## config.mk

```make
export PLATFORM = sky130hd
export DESIGN_NAME = ecp5_pll_phase_ctl_flat
export DESIGN_NICKNAME = d
export VERILOG_FILES = /design/src/rtl/ecp5_pll_phase_ctl_if.sv /design/src/rtl/ecp5_pll_phase_ctl.sv /design/src/flat_wrapper.sv
export SDC_FILE = /design/constraint.sdc
export NUM_CORES = 1
export LEC_CHECK = 0
export BUFFER_PORTS_ARGS = -buffer_cell sky130_fd_sc_hd__buf_2
export CORE_MARGIN = 2
export CORE_UTILIZATION = 50
export DETAILED_ROUTE_END_ITERATION = 16
export PLACE_DENSITY = 0.75
export SLEW_MARGIN = 15
export SYNTH_ARGS = -nofsm -noshare
export SYNTH_HDL_FRONTEND = slang
export SYNTH_SLANG_ARGS = --single-unit
export TNS_END_PERCENT = 5
```

## constraint.sdc

```tcl
create_clock -name clk -period 2.3 [get_ports clk]
set_input_delay 0.345 -clock clk [delete_from_list [all_inputs] [get_ports clk]]
set_output_delay 0.345 -clock clk [all_outputs]
set_load 0.05 [all_outputs]
```

## src/rtl/ecp5_pll_phase_ctl_if.sv

```systemverilog
// Command channel between a phase-adjust requester and ecp5_pll_phase_ctl.
// A command transfers on a rising clk edge where cmd_valid && cmd_ready; the
// requester holds cmd_chan/cmd_dir/cmd_count stable while cmd_valid waits.
interface ecp5_pll_phase_ctl_if #(
  parameter int STEPW = 8
) ();
  logic             cmd_valid;
  logic             cmd_ready;
  logic [1:0]       cmd_chan;
  logic             cmd_dir;
  logic [STEPW-1:0] cmd_count;
  logic             busy;
  logic             done;
  logic             err;

  modport master (
    output cmd_valid, cmd_chan, cmd_dir, cmd_count,
    input  cmd_ready, busy, done, err
  );

  modport slave (
    input  cmd_valid, cmd_chan, cmd_dir, cmd_count,
    output cmd_ready, busy, done, err
  );
endinterface

```

## src/rtl/ecp5_pll_phase_ctl.sv

```systemverilog
// ECP5 EHXPLLL dynamic phase stepper with LOCK filtering and a downstream
// reset generator; runs on the PLL reference clock.
module ecp5_pll_phase_ctl #(
  parameter int NCHAN     = 4,
  parameter int STEPW     = 8,
  parameter int SETUP     = 4,
  parameter int PULSE     = 4,
  parameter int RECOV     = 8,
  parameter int LOCK_FILT = 16,
  parameter int RST_HOLD  = 32
) (
  input  logic                 clk,
  input  logic                 reset,
  input  logic                 pll_lock,
  ecp5_pll_phase_ctl_if.slave  cmd,
  output logic [1:0]           phasesel,
  output logic                 phasedir,
  output logic                 phasestep,
  output logic                 lock_ok,
  output logic                 rst_out,
  output logic [2:0]           state_dbg
);
  localparam int LW   = $clog2(LOCK_FILT + 1);
  localparam int HW   = $clog2(RST_HOLD + 1);
  localparam int WMAX = (SETUP > PULSE) ? ((SETUP > RECOV) ? SETUP : RECOV)
                                        : ((PULSE > RECOV) ? PULSE : RECOV);
  localparam int WW   = $clog2(WMAX + 1);

  typedef enum logic [2:0] {
    S_IDLE  = 3'd0,
    S_SETUP = 3'd1,
    S_LOW   = 3'd2,
    S_RECOV = 3'd3,
    S_FIN   = 3'd4
  } state_t;

  state_t           state, state_nxt;
  logic             sync1, lock_s;
  logic [LW-1:0]    lcnt, lcnt_nxt;
  logic             lock_ok_nxt;
  logic [HW-1:0]    hcnt;
  logic [WW-1:0]    wcnt, wcnt_nxt;
  logic [STEPW-1:0] remaining, rem_nxt;
  logic             abort_q, abort_nxt, fail_q, fail_nxt;
  logic             accept;
  logic             ready_q, ready_nxt, busy_q, busy_nxt, done_q, done_nxt, err_q, err_nxt;
  logic             step_nxt, dir_nxt;
  logic [1:0]       sel_nxt;

  // Lock filter: lock_ok tracks the registered counter reaching LOCK_FILT
  always_comb begin
    lcnt_nxt = lcnt;
    if (!lock_s)
      lcnt_nxt = '0;
    else if (lcnt != LW'(LOCK_FILT))
      lcnt_nxt = lcnt + 1'b1;
  end

  assign lock_ok_nxt = (lcnt_nxt == LW'(LOCK_FILT));

  always_ff @(posedge clk or posedge reset) begin
    if (reset) begin
      sync1   <= 1'b0;
      lock_s  <= 1'b0;
      lcnt    <= '0;
      lock_ok <= 1'b0;
      hcnt    <= '0;
      rst_out <= 1'b1;
    end else begin
      sync1   <= pll_lock;
      lock_s  <= sync1;
      lcnt    <= lcnt_nxt;
      lock_ok <= lock_ok_nxt;
      if (!lock_ok_nxt) begin
        hcnt    <= '0;
        rst_out <= 1'b1;
      end else if (hcnt != HW'(RST_HOLD)) begin
        hcnt <= hcnt + 1'b1;
      end else begin
        rst_out <= 1'b0;
      end
    end
  end

  assign accept = cmd.cmd_valid && ready_q;

  // State register
  always_ff @(posedge clk or posedge reset) begin
    if (reset) state <= S_IDLE;
    else       state <= state_nxt;
  end

  // Next state; a lock loss inside LOW is remembered so the pulse is never cut short
  always_comb begin
    state_nxt = state;
    rem_nxt   = remaining;
    abort_nxt = abort_q;
    fail_nxt  = fail_q;
    unique case (state)
      S_IDLE: begin
        abort_nxt = 1'b0;
        fail_nxt  = 1'b0;
        if (accept) begin
          rem_nxt = cmd.cmd_count;
          if (int'(cmd.cmd_chan) >= NCHAN) begin
            fail_nxt  = 1'b1;
            state_nxt = S_FIN;
          end else if (cmd.cmd_count == '0) begin
            state_nxt = S_FIN;
          end else begin
            state_nxt = S_SETUP;
          end
        end
      end
      S_SETUP: begin
        if (!lock_ok) begin
          fail_nxt  = 1'b1;
          state_nxt = S_FIN;
        end else if (wcnt == WW'(SETUP - 1)) begin
          state_nxt = S_LOW;
        end
      end
      S_LOW: begin
        if (!lock_ok) abort_nxt = 1'b1;
        if (wcnt == WW'(PULSE - 1)) begin
          rem_nxt = remaining - 1'b1;
          if (abort_nxt) begin
            fail_nxt  = 1'b1;
            state_nxt = S_FIN;
          end else begin
            state_nxt = S_RECOV;
          end
        end
      end
      S_RECOV: begin
        if (!lock_ok) begin
          fail_nxt  = 1'b1;
          state_nxt = S_FIN;
        end else if (wcnt == WW'(RECOV - 1)) begin
          state_nxt = (remaining == '0) ? S_FIN : S_LOW;
        end
      end
      S_FIN:   state_nxt = S_IDLE;
      default: state_nxt = S_IDLE;
    endcase
    wcnt_nxt = (state_nxt != state || state == S_IDLE) ? '0 : wcnt + 1'b1;
  end

  // Outputs are registered from the next state so they align with it
  always_comb begin
    ready_nxt = (state_nxt == S_IDLE) && lock_ok_nxt;
    step_nxt  = (state_nxt != S_LOW);
    busy_nxt  = (state_nxt != S_IDLE);
    done_nxt  = (state_nxt == S_FIN);
    err_nxt   = (state_nxt == S_FIN) && fail_nxt;
    sel_nxt   = phasesel;
    dir_nxt   = phasedir;
    if (state == S_IDLE && state_nxt == S_SETUP) begin
      sel_nxt = cmd.cmd_chan;
      dir_nxt = cmd.cmd_dir;
    end
  end

  always_ff @(posedge clk or posedge reset) begin
    if (reset) begin
      wcnt      <= '0;
      remaining <= '0;
      abort_q   <= 1'b0;
      fail_q    <= 1'b0;
      ready_q   <= 1'b0;
      busy_q    <= 1'b0;
      done_q    <= 1'b0;
      err_q     <= 1'b0;
      phasestep <= 1'b1;
      phasesel  <= 2'd0;
      phasedir  <= 1'b0;
    end else begin
      wcnt      <= wcnt_nxt;
      remaining <= rem_nxt;
      abort_q   <= abort_nxt;
      fail_q    <= fail_nxt;
      ready_q   <= ready_nxt;
      busy_q    <= busy_nxt;
      done_q    <= done_nxt;
      err_q     <= err_nxt;
      phasestep <= step_nxt;
      phasesel  <= sel_nxt;
      phasedir  <= dir_nxt;
    end
  end

  assign cmd.cmd_ready = ready_q;
  assign cmd.busy      = busy_q;
  assign cmd.done      = done_q;
  assign cmd.err       = err_q;
  assign state_dbg     = state;
endmodule

```

## src/flat_wrapper.sv

```systemverilog
// flat-port wrapper written by rule: the top's interface ports become plain ports
module ecp5_pll_phase_ctl_flat 
#(
  parameter int NCHAN     = 4,
  parameter int STEPW     = 8,
  parameter int SETUP     = 4,
  parameter int PULSE     = 4,
  parameter int RECOV     = 8,
  parameter int LOCK_FILT = 16,
  parameter int RST_HOLD  = 32
)
  (clk, reset, pll_lock, phasesel, phasedir, phasestep, lock_ok, rst_out, state_dbg, cmd_cmd_valid, cmd_cmd_chan, cmd_cmd_dir, cmd_cmd_count, cmd_cmd_ready, cmd_busy, cmd_done, cmd_err);
  ecp5_pll_phase_ctl_if #(.STEPW(STEPW)) cmd_i ();
  input  logic clk;
  input  logic reset;
  input  logic pll_lock;
  output logic [1:0] phasesel;
  output logic phasedir;
  output logic phasestep;
  output logic lock_ok;
  output logic rst_out;
  output logic [2:0] state_dbg;
  input wire logic [$bits(cmd_i.cmd_valid)-1:0] cmd_cmd_valid;
  input wire logic [$bits(cmd_i.cmd_chan)-1:0] cmd_cmd_chan;
  input wire logic [$bits(cmd_i.cmd_dir)-1:0] cmd_cmd_dir;
  input wire logic [$bits(cmd_i.cmd_count)-1:0] cmd_cmd_count;
  output wire logic [$bits(cmd_i.cmd_ready)-1:0] cmd_cmd_ready;
  output wire logic [$bits(cmd_i.busy)-1:0] cmd_busy;
  output wire logic [$bits(cmd_i.done)-1:0] cmd_done;
  output wire logic [$bits(cmd_i.err)-1:0] cmd_err;
  assign cmd_i.cmd_valid = cmd_cmd_valid;
  assign cmd_i.cmd_chan = cmd_cmd_chan;
  assign cmd_i.cmd_dir = cmd_cmd_dir;
  assign cmd_i.cmd_count = cmd_cmd_count;
  assign cmd_cmd_ready = cmd_i.cmd_ready;
  assign cmd_busy = cmd_i.busy;
  assign cmd_done = cmd_i.done;
  assign cmd_err = cmd_i.err;
  ecp5_pll_phase_ctl #(.NCHAN(NCHAN), .STEPW(STEPW), .SETUP(SETUP), .PULSE(PULSE), .RECOV(RECOV), .LOCK_FILT(LOCK_FILT), .RST_HOLD(RST_HOLD)) u_core (.clk(clk), .reset(reset), .pll_lock(pll_lock), .cmd(cmd_i), .phasesel(phasesel), .phasedir(phasedir), .phasestep(phasestep), .lock_ok(lock_ok), .rst_out(rst_out), .state_dbg(state_dbg));
endmodule
```

### After elaboration in Yosys (flattened, before gate mapping)

Index checks and enable logic that the tools add are counted.

| word-level totals | value |
|---|---|
| bits in registers | 40 |
| latch bits | 0 |
| bits in writable memories | 0 |
| bits in read-only memories | 0 |
| bits of input ports | 15 |
| output and inout port bits | 13 |
| word-level logic and storage cells | 78 |
| memories kept | 0 |

| operators by class | value |
|---|---|
| add/sub/neg operators | 4 |
| multiply operators | 0 |
| divide/modulo/power cells | 0 |
| $lt $le $gt $ge | 0 |
| equality and inequality tests | 16 |
| shift operators | 0 |
| mux-type cells | 27 |
| bitwise logic cells | 0 |
| reductions and logical operators | 13 |

Operators by type and width:

| cell | number |
|---|---|
| $mux 3 | 9 |
| $logic_not 8->1 | 2 |
| $mux 8 | 2 |
| $pmux 8 s2 | 1 |
| $mux 6 | 2 |
| $pmux 3 s4 | 1 |
| $mux 5 | 2 |
| $sub 8x1->8 const B | 1 |
| $mux 1 | 7 |
| $add 6x1->6 const B | 1 |
| $eq 3x1->1 const B | 2 |
| $eq 3x2->1 const B | 2 |
| $logic_not 3->1 | 2 |
| $ne 6x6->1 const B | 1 |
| $add 5x1->5 const B | 1 |
| $eq 5x5->1 const B | 1 |
| $ne 5x5->1 const B | 1 |
| $add 4x1->4 const B | 1 |
| $eq 4x2->1 const B | 1 |
| $eq 4x3->1 const B | 1 |
| $logic_and 1x1->1 | 4 |
| $mux 4 | 1 |
| $ne 2x1->1 const B | 2 |
| $ne 2x2->1 const B | 2 |
| other kinds (10) | 10 |

### Depth between registers and ports, before layout

Gate-level depths: netlist of the first run.

| depth | value |
|---|---|
| word-level depth | 8 |
| mapped depth | 9 |
| gate-level depth less buffers | 8 |

### Worst setup path after synthesis of the first run

OpenSTA, ideal clock, no wires.

| timing path | value |
|---|---|
| path type | register to register |
| start point | register u_core.remaining[0] |
| end point | register u_core.ready_q (netlist: u_core.cmd.cmd_ready) |
| arrival time | 1948 ps |
| slack | 258 ps |
| stages on the path, launching flop included | 9 |
| clock period less this slack | 2042 ps |
| cell sequence | dfrtp_1 > inv_1 > ha_1 > or3b_2 > clkbuf_1 > nor3_1 > nand2_1 > a31o_2 > nor4_4 |

| between the ends | value |
|---|---|
| cells in the longest elaborated chain, start to end | 7 |

Ends and longest elaborated chain:

| what | line | text |
|---|---|---|
| start, declared | ecp5_pll_phase_ctl.sv:43 | `logic [STEPW-1:0] remaining, rem_nxt;` |
| start signal, assigned | ecp5_pll_phase_ctl.sv:179 | `remaining <= rem_nxt;` |
| $logic_not 8->1 | ecp5_pll_phase_ctl.sv:140 | `state_nxt = (remaining == '0) ? S_FIN : S_LOW;` |
| $mux 3 | ecp5_pll_phase_ctl.sv:140 |  |
| $mux 3 | ecp5_pll_phase_ctl.sv:139 | `end else if (wcnt == WW'(RECOV - 1)) begin` |
| $mux 3 | ecp5_pll_phase_ctl.sv:136 | `if (!lock_ok) begin` |
| $pmux 3 s4 | ecp5_pll_phase_ctl.sv:99 | `unique case (state)` |
| via u_core.state_nxt[1] | ecp5_pll_phase_ctl.sv:37 | `state_t state, state_nxt;` |
| $logic_not 3->1 | ecp5_pll_phase_ctl.sv:151 | `ready_nxt = (state_nxt == S_IDLE) && lock_ok_nxt;` |
| $logic_and 1x1->1 | ecp5_pll_phase_ctl.sv:151 |  |
| via u_core.ready_nxt | ecp5_pll_phase_ctl.sv:46 | `logic ready_q, ready_nxt, busy_q, busy_nxt, done_q, done_nxt, err_q, err_nxt;` |
| end signal, assigned | ecp5_pll_phase_ctl.sv:182 | `ready_q <= ready_nxt;` |
| end, declared | ecp5_pll_phase_ctl.sv:46 |  |

The timed path passes the listed nets, and every way through them passes these cells.
A chain may end at the register's enable or synchronous reset.

### Worst setup path in the final report of the first run

Same ends and word-level chain as after synthesis.

==> results of run 1 <==
==> layout by cell type (no fill, tap or decap), types with 6 or more instances in the layout <==
cell,n
nor3_1,8
nor2_1,21
nand2_1,6
ha_1,6
xnor2_1,7
inv_1,17
a21oi_1,10
o21ai_0,13
buf_2,27
dfrtp_1,38
nand3_1,6
buf_4,7
==> final cells by class <==
| cell class | count | area [um2] | area share |
|---|---|---|---|
| Clock inverter | 2 | 35.0 | 0.0149 |
| Clock buffer | 6 | 72.6 | 0.0308 |
| Inverter | 17 | 63.8 | 0.0271 |
| Tap cell | 50 | 62.6 | 0.0265 |
| Sequential cell | 40 | 1000 | 0.425 |
| Multi-Input combinational cell | 140 | 933 | 0.396 |
| Timing Repair Buffer | 34 | 188 | 0.0796 |
==> layer usage <==
layer | global-route usage | routed length [um] | vias to the layer above
met5 | 0 | 0 | -
met4 | 0.0650 | 42 | 0
met3 | 0.0500 | 179 | 5
met2 | 0.298 | 1770 | 29
met1 | 0.246 | 1840 | 747
li1 | - | - | 780
==> power breakdown <==
| part | total, mW | internal [mW] | switching [mW] |
|---|---|---|---|
| Clock | 0.559 | 0.322 | 0.237 |
| Sequential | 0.733 | 0.719 | 0.0135 |
| Combinational | 0.0828 | 0.0325 | 0.0503 |
==> cells by family after synthesis <==
group | synth area share
simple gates | 0.215
xor+xnor | 0.0517
flops | 0.493
fa+ha+maj | 0.0369
buf+inv | 0.0498
mux | 0.0215
compound gates | 0.132
==> worst max path at each step <==
| stage | start | to | slack (ns) | depth (start not counted) |
|---|---|---|---|---|
| 4_1_cts | u_core.lcnt[0] | u_core.cmd.cmd_ready | 0.08 | 7 |
| 3_5_place_dp | u_core.lcnt[0] | u_core.cmd.cmd_ready | 0.11 | 7 |
| 2_1_floorplan | u_core.remaining[0] | u_core.cmd.cmd_ready | 0.26 | 8 |
| 6_report | u_core.remaining[0] | u_core.cmd.cmd_ready | 0.15 | 7 |
| 3_3_place_gp | u_core.lcnt[0] | u_core.cmd.cmd_ready | 0.18 | 6 |
| 5_1_grt | u_core.remaining[0] | u_core.cmd.cmd_ready | 0.02 | 7 |
==> through the flow <==
stage	total power [mW]	instances	setup slack [ns]	hold slack, ns	cell area [um2]
final	1.37	289	0.145	0.161	2360
after CTS	1.39	289	0.0764	0.155	2350
after detailed placement	0.830	281	0.108	0.335	2250
after floorplan	0.799	205	0.258	0.331	2030
after global placement	0.827	281	0.182	0.332	2250
after global routing	1.43	289	0.0235	0.147	2360
==> state kept, by name, summed over array words and instances (netlist names), 2 cells and up <==
signal            count
u_core.state_dbg      3
u_core.lcnt           5
u_core.phasesel       2
u_core.remaining      8
u_core.wcnt           4
u_core.hcnt           6
==> timing repair <==
item | 4_1_cts | 5_1_grt
setup buffers | 0 | 0
setup endpoints to repair | 0 | 1
resized for setup | 0 | 1
==> impl_metrics.py, run 1 <==
metrics = {
    "clock_tree": {
        "numCtsBuffers": 5,
        "htree_levels": 2,
        "clock_latency_ns": 0.28,
        "hold_buffers": 0,
        "clockBufferDepth": 2,
        "cts_tree": "built",
        "clock_sinks": 40,
        "clk_pin_slew_ns": 0.08,
        "cts-root-buf": "clkbuf_8",
    },
    "status": {
        "status": "finished, final reports clean",
    },
    "setup_path": {
        "ff2ff_path_depth": 7,
        "cp_slowest_stage_delay_ns": 0.52,
        "reg2reg_to": "u_core.cmd.cmd_ready",
        "startpoint_type": "flop",
        "r2r_slack_ns": 0.15,
        "critical_path.max_fanout": 6,
        "critical_path.top_delay_family": "simple AND/OR/NAND/NOR gates",
        "path_buf_inv": 1,
        "crit_chain": "inv_1, ha_1, or3b_2, nor3_1, nand2_1, a31o_2, nor4_4",
        "r2r-start": "u_core.remaining[0]",
        "critPathKind": "reg -> reg",
        "arrival_ns": 2.35,
        "worst_ep_required_time_ns": 2.50,
        "slowest_stage": "or3b_2",
        "end_kind": "flop",
    },
    "detailed_routing": {
        "wl_per_cell_um": 13.2,
        "ant_nets": 0,
        "viasPerCell": 5.40,
        "dr.pass1.iters": 4,
        "drc": 0,
        "drt_iter0_drc": 78,
        "num_vias": 1561,
        "routed_wl_mm": 3.83,
    },
    "synthesis": {
        "yosysUniqueCellTypes": 51,
        "yosysTopAreaCell": "dfrtp_1",
        "synth.most_common_cell": "dfrtp_1",
        "synth_edf_count": 0,
        "synthCells": 205,
        "synth.avg_cell_area_um2": 9.92,
        "yosysSeqAreaShare": 0.493,
        "synth_top_flop_cell": "dfrtp_1",
        "ys_seq_elements": 40,
        "synth_common_cells": "dfrtp_1 (38), nor2_1 (21), inv_1 (17)",
        "synth_top_area_share": 0.467,
        "synth_area_leaders": "dfrtp_1 (47%), nor2_1 (3.9%), ha_1 (3.7%), o21ai_0 (3.2%), inv_1 (3.1%)",
        "yosys_warnings": 0,
        "ys_async_sr_fraction": 1.00,
        "syn_area_mm2": 0.00203,
        "syn_nets": 226,
    },
    "timing": {
        "slew_violations": 0,
        "fin_crit_sh": 0.937,
        "fmax_mhz": 464,
        "finalHoldViolations": 0,
        "max_slew.worst_pin.slew_ns": 0.543,
        "setup_viol": 0,
        "fin_worst_skew_ns": 0.00351,
        "min_period_ns": 2.15,
        "setup_tns_ns": 0,
        "rsz0062_at_grt": "no",
        "slew_headroom": 0.637,
    },
    "pwr": {
        "ir_drop_mv": 0.412,
        "leakagePower_nw": 1.13,
        "power_density_mw_per_mm2": 583,
    },
    "grt": {
        "antenna_found_initial": 0,
        "grt_pass1_wl_mm": 6.49,
        "grt_max_degree": 41,
        "track_usage": 0.187,
        "first_global_vias": 1495,
        "grt-ovfl-total": 0,
    },
    "flow_run": {
        "maxCapViolCount": 0,
    },
    "place": {
        "gp_congestion": 0.781,
        "dp_hpwl_mm": 2.76,
        "portBuffers": 27,
    },
    "cells_and_area": {
        "antennaDiodeCount": 0,
        "layout-drive-gt1-share": 0.222,
        "postLayoutCoreUtil": 0.594,
        "syn_to_final_growth_pct": 15.9,
        "fillerInstances": 351,
        "fin_nets": 259,
    },
    "floorplan": {
        "ios": 28,
        "core_area_mm2": 0.00397,
        "rows": 23,
        "die_area_mm2": 0.00459,
        "start_util": 0.512,
        "die_y_um": 67.8,
        "fp.dieW_um": 67.8,
    },
    "worst_hold_path": {
        "hold_path_depth": 1,
        "hold_class": "in -> reg",
        "holdPathEnd": "u_core.sync1",
        "holdCritStartpoint": "pll_lock",
    },
}
(Power assumes the default switching activity.)
==> inputs of run 2 (changes only) <==
--- a/config.mk
+++ b/config.mk
@@ -5,11 +5,13 @@
 export SDC_FILE = /design/constraint.sdc
 export NUM_CORES = 1
 export LEC_CHECK = 0
+export ABC_AREA = 1
+export ABC_CLOCK_PERIOD_IN_PS = 2300
 export BUFFER_PORTS_ARGS = -buffer_cell sky130_fd_sc_hd__buf_2
 export CORE_MARGIN = 2
-export CORE_UTILIZATION = 50
+export CORE_UTILIZATION = 57
 export DETAILED_ROUTE_END_ITERATION = 16
-export PLACE_DENSITY = 0.75
+export PLACE_DENSITY = 0.83
 export SLEW_MARGIN = 15
 export SYNTH_ARGS = -nofsm -noshare
 export SYNTH_HDL_FRONTEND = slang
==> impl_metrics.py, run 2 <==
metrics = {
    "status": {
        "status": "finished, final reports clean",
    },
    "grt": {
        "grt_max_degree": 41,
        "grt-ovfl-total": 0,
        "grt_pass1_wl_mm": 7.08,
        "antenna_found_initial": 0,
        "track_usage": 0.215,
        "first_global_vias": 1713,
    },
    "cells_and_area": {
        "syn_to_final_growth_pct": 14.9,
        "layout-drive-gt1-share": 0.254,
        "fin_area_mm2": 0.00244,
        "layout_common_cells": "nand2_1 (41), dfrtp_1 (38), inv_1 (34)",
        "fin_nets": 299,
        "antennaDiodeCount": 0,
        "largest_reg_flops": 8,
        "fillerInstances": 283,
        "final_cell_count_no_fill": 327,
        "postLayoutCoreUtil": 0.676,
        "reg_top3": "u_core.remaining x8, u_core.hcnt x6, u_core.lcnt x5",
        "regMostFlops": "u_core.remaining",
        "final_common_cell": "nand2_1",
    },
    "synthesis": {
        "synth_edf_count": 0,
        "synthCells": 244,
        "yosys_warnings": 0,
        "synth_common_cells": "nand2_1 (41), dfrtp_1 (38), inv_1 (34)",
        "syn_nets": 265,
        "yosysSeqAreaShare": 0.473,
        "ys_async_sr_fraction": 1.00,
        "yosysTopAreaCell": "dfrtp_1",
        "synth.avg_cell_area_um2": 8.69,
        "synth_top_area_share": 0.448,
        "syn_area_mm2": 0.00212,
        "synth_top_flop_cell": "dfrtp_1",
        "synth_area_leaders": "dfrtp_1 (45%), nand2_1 (7.3%), inv_1 (6.0%), nor2_1 (5.1%), xor2_1 (3.7%)",
        "ys_seq_elements": 40,
        "synth.most_common_cell": "nand2_1",
        "yosysUniqueCellTypes": 33,
    },
    "pwr": {
        "leakagePower_nw": 1.32,
        "power_frac_comb": 0.040,
        "ir_drop_mv": 0.533,
        "p_seq_frac": 0.521,
        "switching_power_uw": 289,
        "power_density_mw_per_mm2": 563,
        "clock_power_share": 0.439,
        "internal-power_mw": 1.08,
        "totalPowerFinal_mw": 1.37,
        "switching_share": 0.210,
    },
    "detailed_routing": {
        "dr.pass1.iters": 4,
        "drt_iter0_drc": 75,
        "ant_nets": 0,
        "routed_wl_mm": 3.91,
        "drc": 0,
        "num_vias": 1664,
        "wl_per_cell_um": 11.9,
        "viasPerCell": 5.09,
    },
    "floorplan": {
        "die_y_um": 65.0,
        "fp.dieW_um": 65.0,
        "start_util": 0.588,
        "die_area_mm2": 0.00422,
        "rows": 22,
        "core_area_mm2": 0.00361,
        "ios": 28,
    },
    "clock_tree": {
        "cts_setup_buffers": 0,
        "clock_latency_ns": 0.29,
        "clock_sinks": 40,
        "htree_levels": 2,
        "cts_tree": "built",
        "clk_pin_slew_ns": 0.08,
        "cts-root-buf": "clkbuf_8",
        "numCtsBuffers": 5,
        "hold_buffers": 0,
        "clockBufferDepth": 2,
        "cts_resized": 0,
    },
    "timing": {
        "setup_tns_ns": 0,
        "setup_viol": 0,
        "setup_slack_ns": 0.739,
        "fmax_mhz": 641,
        "fin_worst_skew_ns": 0.00515,
        "finalHoldViolations": 0,
        "fin_crit_sh": 0.679,
        "slew_violations": 0,
        "rsz0062_at_grt": "no",
        "max_slew.worst_pin.slew_ns": 0.484,
        "hold_slack_ns": 0.160,
        "min_period_ns": 1.56,
        "slew_headroom": 0.678,
    },
    "setup_path": {
        "arrival_ns": 1.74,
        "ff2ff_path_depth": 9,
        "worst_ep_required_time_ns": 2.48,
        "end_kind": "flop",
        "startpoint_type": "flop",
        "critical_path.max_fanout": 4,
        "critPathKind": "reg -> reg",
    },
    "place": {
        "pre_cts_ws_ns": 0.759,
        "gp_congestion": 0.813,
        "dp_cells": 319,
        "placed_cell_area_mm2": 0.00232,
        "portBuffers": 27,
        "dp_hpwl_mm": 2.92,
    },
    "flow_run": {
        "maxCapViolCount": 0,
    },
    "worst_hold_path": {
        "hold_class": "in -> async",
    },
}
## run 2: logic make-up after synthesis
kind of cell / after synthesis / synth area share
AND/OR/NAND/NOR: 117 / 0.275
flip-flops: 40 / 0.473
buffers and inverters: 38 / 0.0714
AO/OA/AOI/OAI: 29 / 0.0785
XOR/XNOR: 11 / 0.0454
adder cells (fa/ha/maj): 6 / 0.0354
multiplexers: 3 / 0.0212
## run 2: path summary, 6_finish.rpt
path	slack (ns)	startpoint	endpoint
setup / recovery	0.74	u_core.remaining[0]	u_core.cmd.cmd_ready
hold reg to reg	0.35	u_core.sync1	u_core.lock_s
hold / removal	0.16	reset	u_core.remaining[7]
setup reg to reg	0.74	u_core.remaining[0]	u_core.cmd.cmd_ready
max in group asynchronous	1.78	reset	u_core.phasestep
min in group clk	0.16	pll_lock	u_core.sync1
## run 2: layout make-up
type                            count  area, um2  share of cell area
Sequential cell                    40       1000               0.412
Inverter                           37        144              0.0590
Clock buffer                        6       82.6              0.0339
Timing Repair Buffer               28        143              0.0585
Tap cell                           48       60.1              0.0246
Clock inverter                      2       38.8              0.0159
Multi-Input combinational cell    166        966               0.396
## run 2: critical path, stage by stage (launching register included)
cell      delay (ns)
dfrtp_1         0.38
inv_1           0.11
ha_1            0.21
nand2_1         0.10
nor2_2          0.15
nand2_1         0.09
a21boi_0        0.21
nor2_2          0.09
nand2_2         0.09
nor2_2          0.03
## run 2: per-layer routing
metal	vias to the layer above	wire length [um]	track usage
met5	-	0	0
met4	0	35	0.0585
li1	838	-	-
met3	7	211	0.0434
met2	47	1970	0.384
met1	772	1690	0.264
## run 2: power by group through the flow
stage                     combinational [mW]  clock [mW]  sequential [mW]
after floorplan                       0.0329           0            0.727
after global placement                0.0545           0            0.728
after detailed placement              0.0567           0            0.729
after CTS                             0.0569       0.616            0.715
after global routing                  0.0661       0.646            0.716
final                                 0.0553       0.603            0.715
==> inputs of run 3 (changes only) <==
--- a/config.mk
+++ b/config.mk
@@ -6,12 +6,12 @@
 export NUM_CORES = 1
 export LEC_CHECK = 0
 export ABC_AREA = 1
-export ABC_CLOCK_PERIOD_IN_PS = 2300
+export ABC_CLOCK_PERIOD_IN_PS = 1300
 export BUFFER_PORTS_ARGS = -buffer_cell sky130_fd_sc_hd__buf_2
 export CORE_MARGIN = 2
-export CORE_UTILIZATION = 57
+export CORE_UTILIZATION = 51
 export DETAILED_ROUTE_END_ITERATION = 16
-export PLACE_DENSITY = 0.83
+export PLACE_DENSITY = 0.79
 export SLEW_MARGIN = 15
 export SYNTH_ARGS = -nofsm -noshare
 export SYNTH_HDL_FRONTEND = slang
==> constraint.sdc (replaced) <==
create_clock -name clk -period 1.3 [get_ports clk]
set_input_delay 0.195 -clock clk [delete_from_list [all_inputs] [get_ports clk]]
set_output_delay 0.195 -clock clk [all_outputs]
set_load 0.05 [all_outputs]
==> impl_metrics.py, run 3 (synthesis results as in run 2) <==
metrics = {
    "status": {
        "status": "finished with violations",
        "violations": "setup timing",
    },
    "clock_tree": {
        "clock_latency_ns": 0.30,
        "htree_levels": 2,
        "cts-root-buf": "clkbuf_8",
        "clockBufferDepth": 2,
        "cts_tree": "built",
        "numCtsBuffers": 5,
        "clock_sinks": 40,
        "clk_pin_slew_ns": 0.08,
    },
    "cells_and_area": {
        "final_common_cell": "nand2_1",
        "antennaDiodeCount": 0,
        "syn_to_final_growth_pct": 35.9,
        "reg_top3": "u_core.remaining x8, u_core.hcnt x6, u_core.lcnt x5",
        "layout_common_cells": "nand2_1 (35), dfrtp_1 (33), inv_1 (28)",
        "layout-drive-gt1-share": 0.444,
        "regMostFlops": "u_core.remaining",
        "largest_reg_flops": 8,
        "fin_nets": 331,
        "fillerInstances": 276,
    },
    "floorplan": {
        "die_y_um": 68.5,
        "rows": 23,
        "die_area_mm2": 0.00469,
        "fp.dieW_um": 68.5,
        "core_area_mm2": 0.00400,
        "start_util": 0.530,
        "ios": 28,
    },
    "detailed_routing": {
        "viasPerCell": 5.10,
        "ant_nets": 0,
        "drc": 0,
        "num_vias": 1841,
        "routed_wl_mm": 4.95,
        "dr.pass1.iters": 4,
        "drt_iter0_drc": 116,
        "wl_per_cell_um": 13.7,
    },
    "place": {
        "portBuffers": 27,
        "dp_hpwl_mm": 3.29,
        "pre_cts_ws_ns": -0.238,
        "gp_congestion": 0.852,
    },
    "pwr": {
        "power_density_mw_per_mm2": 862,
        "ir_drop_mv": 0.708,
        "leakagePower_nw": 1.50,
    },
    "setup_path": {
        "end_kind": "flop",
        "critPathKind": "reg -> reg",
        "startpoint_type": "flop",
        "critical_path.max_fanout": 6,
        "worst_ep_required_time_ns": 1.48,
        "arrival_ns": 1.61,
    },
    "grt": {
        "grt-ovfl-total": 0,
        "track_usage": 0.239,
        "grt_pass1_wl_mm": 8.09,
        "grt_max_degree": 20,
        "antenna_found_initial": 0,
        "first_global_vias": 1760,
    },
    "timing": {
        "slew_headroom": 0.743,
        "slew_violations": 0,
        "fmax_mhz": 699,
        "rsz0062_at_grt": "yes",
        "setup_viol": 29,
        "fin_worst_skew_ns": 0.0104,
        "fin_crit_sh": 1.10,
        "setup_tns_ns": -2.14,
        "max_slew.worst_pin.slew_ns": 0.385,
        "setup_slack_ns": -0.131,
        "finalHoldViolations": 0,
        "min_period_ns": 1.43,
    },
    "flow_run": {
        "maxCapViolCount": 0,
    },
    "worst_hold_path": {
        "hold_class": "in -> reg",
    },
}
-- run 3: final cells by class --
| type | instances | area [um2] | area share |
|---|---|---|---|
| multi-input combinational | 166 | 1120 | 0.390 |
| inverter | 37 | 146 | 0.0508 |
| clock buffer | 6 | 82.6 | 0.0286 |
| tap | 50 | 62.6 | 0.0217 |
| clock inverter | 2 | 38.8 | 0.0135 |
| sequential | 40 | 1010 | 0.350 |
| timing repair buffer | 60 | 418 | 0.145 |
-- run 3: timing repair --
| action | 4_1_cts | 5_1_grt |
|---|---|---|
| endpoints found under the setup margin | 32 | 35 |
| pin swaps | 13 | 10 |
| resized for setup | 35 | 21 |
| hold buffers | 2 | 0 |
| buffers inserted | 3 | 0 |
| hold endpoints to repair | 7 | 0 |
-- run 3: power by group --
group	internal, mW	total [mW]	switching, mW
Combinational	0.0628	0.139	0.0760
Sequential	1.25	1.27	0.0114
Clock	0.628	1.08	0.453
Total	1.94	2.49	0.541
-- run 3: worst max-delay path, cell delays in order, from the launching register on --
cell	delay, ns
dfrtp_2	0.46
inv_2	0.08
nand2_4	0.06
nor3_4	0.25
nand2_4	0.14
mux2_4	0.31
-- run 3: worst paths after layout --
path,startpoint,end,slack [ns],cells past startpoint
min in group asynchronous,reset,u_core.sync1,0.42,3
hold reg to reg,u_core.sync1,u_core.lock_s,0.37,0
setup reg to reg,u_core.state_dbg[0],u_core.phasesel[0],-0.13,5
hold / removal,cmd_cmd_dir,u_core.phasedir,0.12,2
setup / recovery,u_core.state_dbg[0],u_core.phasesel[0],-0.13,5
max in group asynchronous,reset,u_core.cmd.cmd_ready,0.34,4
-- run 3: stage by stage --
| step | hold slack, ns | util | power (mW) | std cells | cell area (um2) |
|---|---|---|---|---|---|
| 3_5_place_dp | 0.188 | 0.635 | 1.40 | 348 | 2540 |
| 3_3_place_gp | 0.178 | 0.635 | 1.40 | 348 | 2540 |
| 2_1_floorplan | 0.226 | - | 1.34 | 244 | 2130 |
| 6_report | 0.119 | 0.721 | 2.49 | 361 | 2880 |
| 4_1_cts | 0.118 | 0.704 | 2.50 | 361 | 2820 |
| 5_1_grt | 0.114 | 0.721 | 2.58 | 361 | 2880 |
-- run 3: layer usage --
metal	vias to the layer above	part of all wire	wire length [um]	track usage
met5	-	0	0	0
met4	0	0.025	125	0.128
met3	14	0.056	279	0.0526
met2	73	0.51	2500	0.365
met1	846	0.41	2050	0.315
li1	908	-	-	-
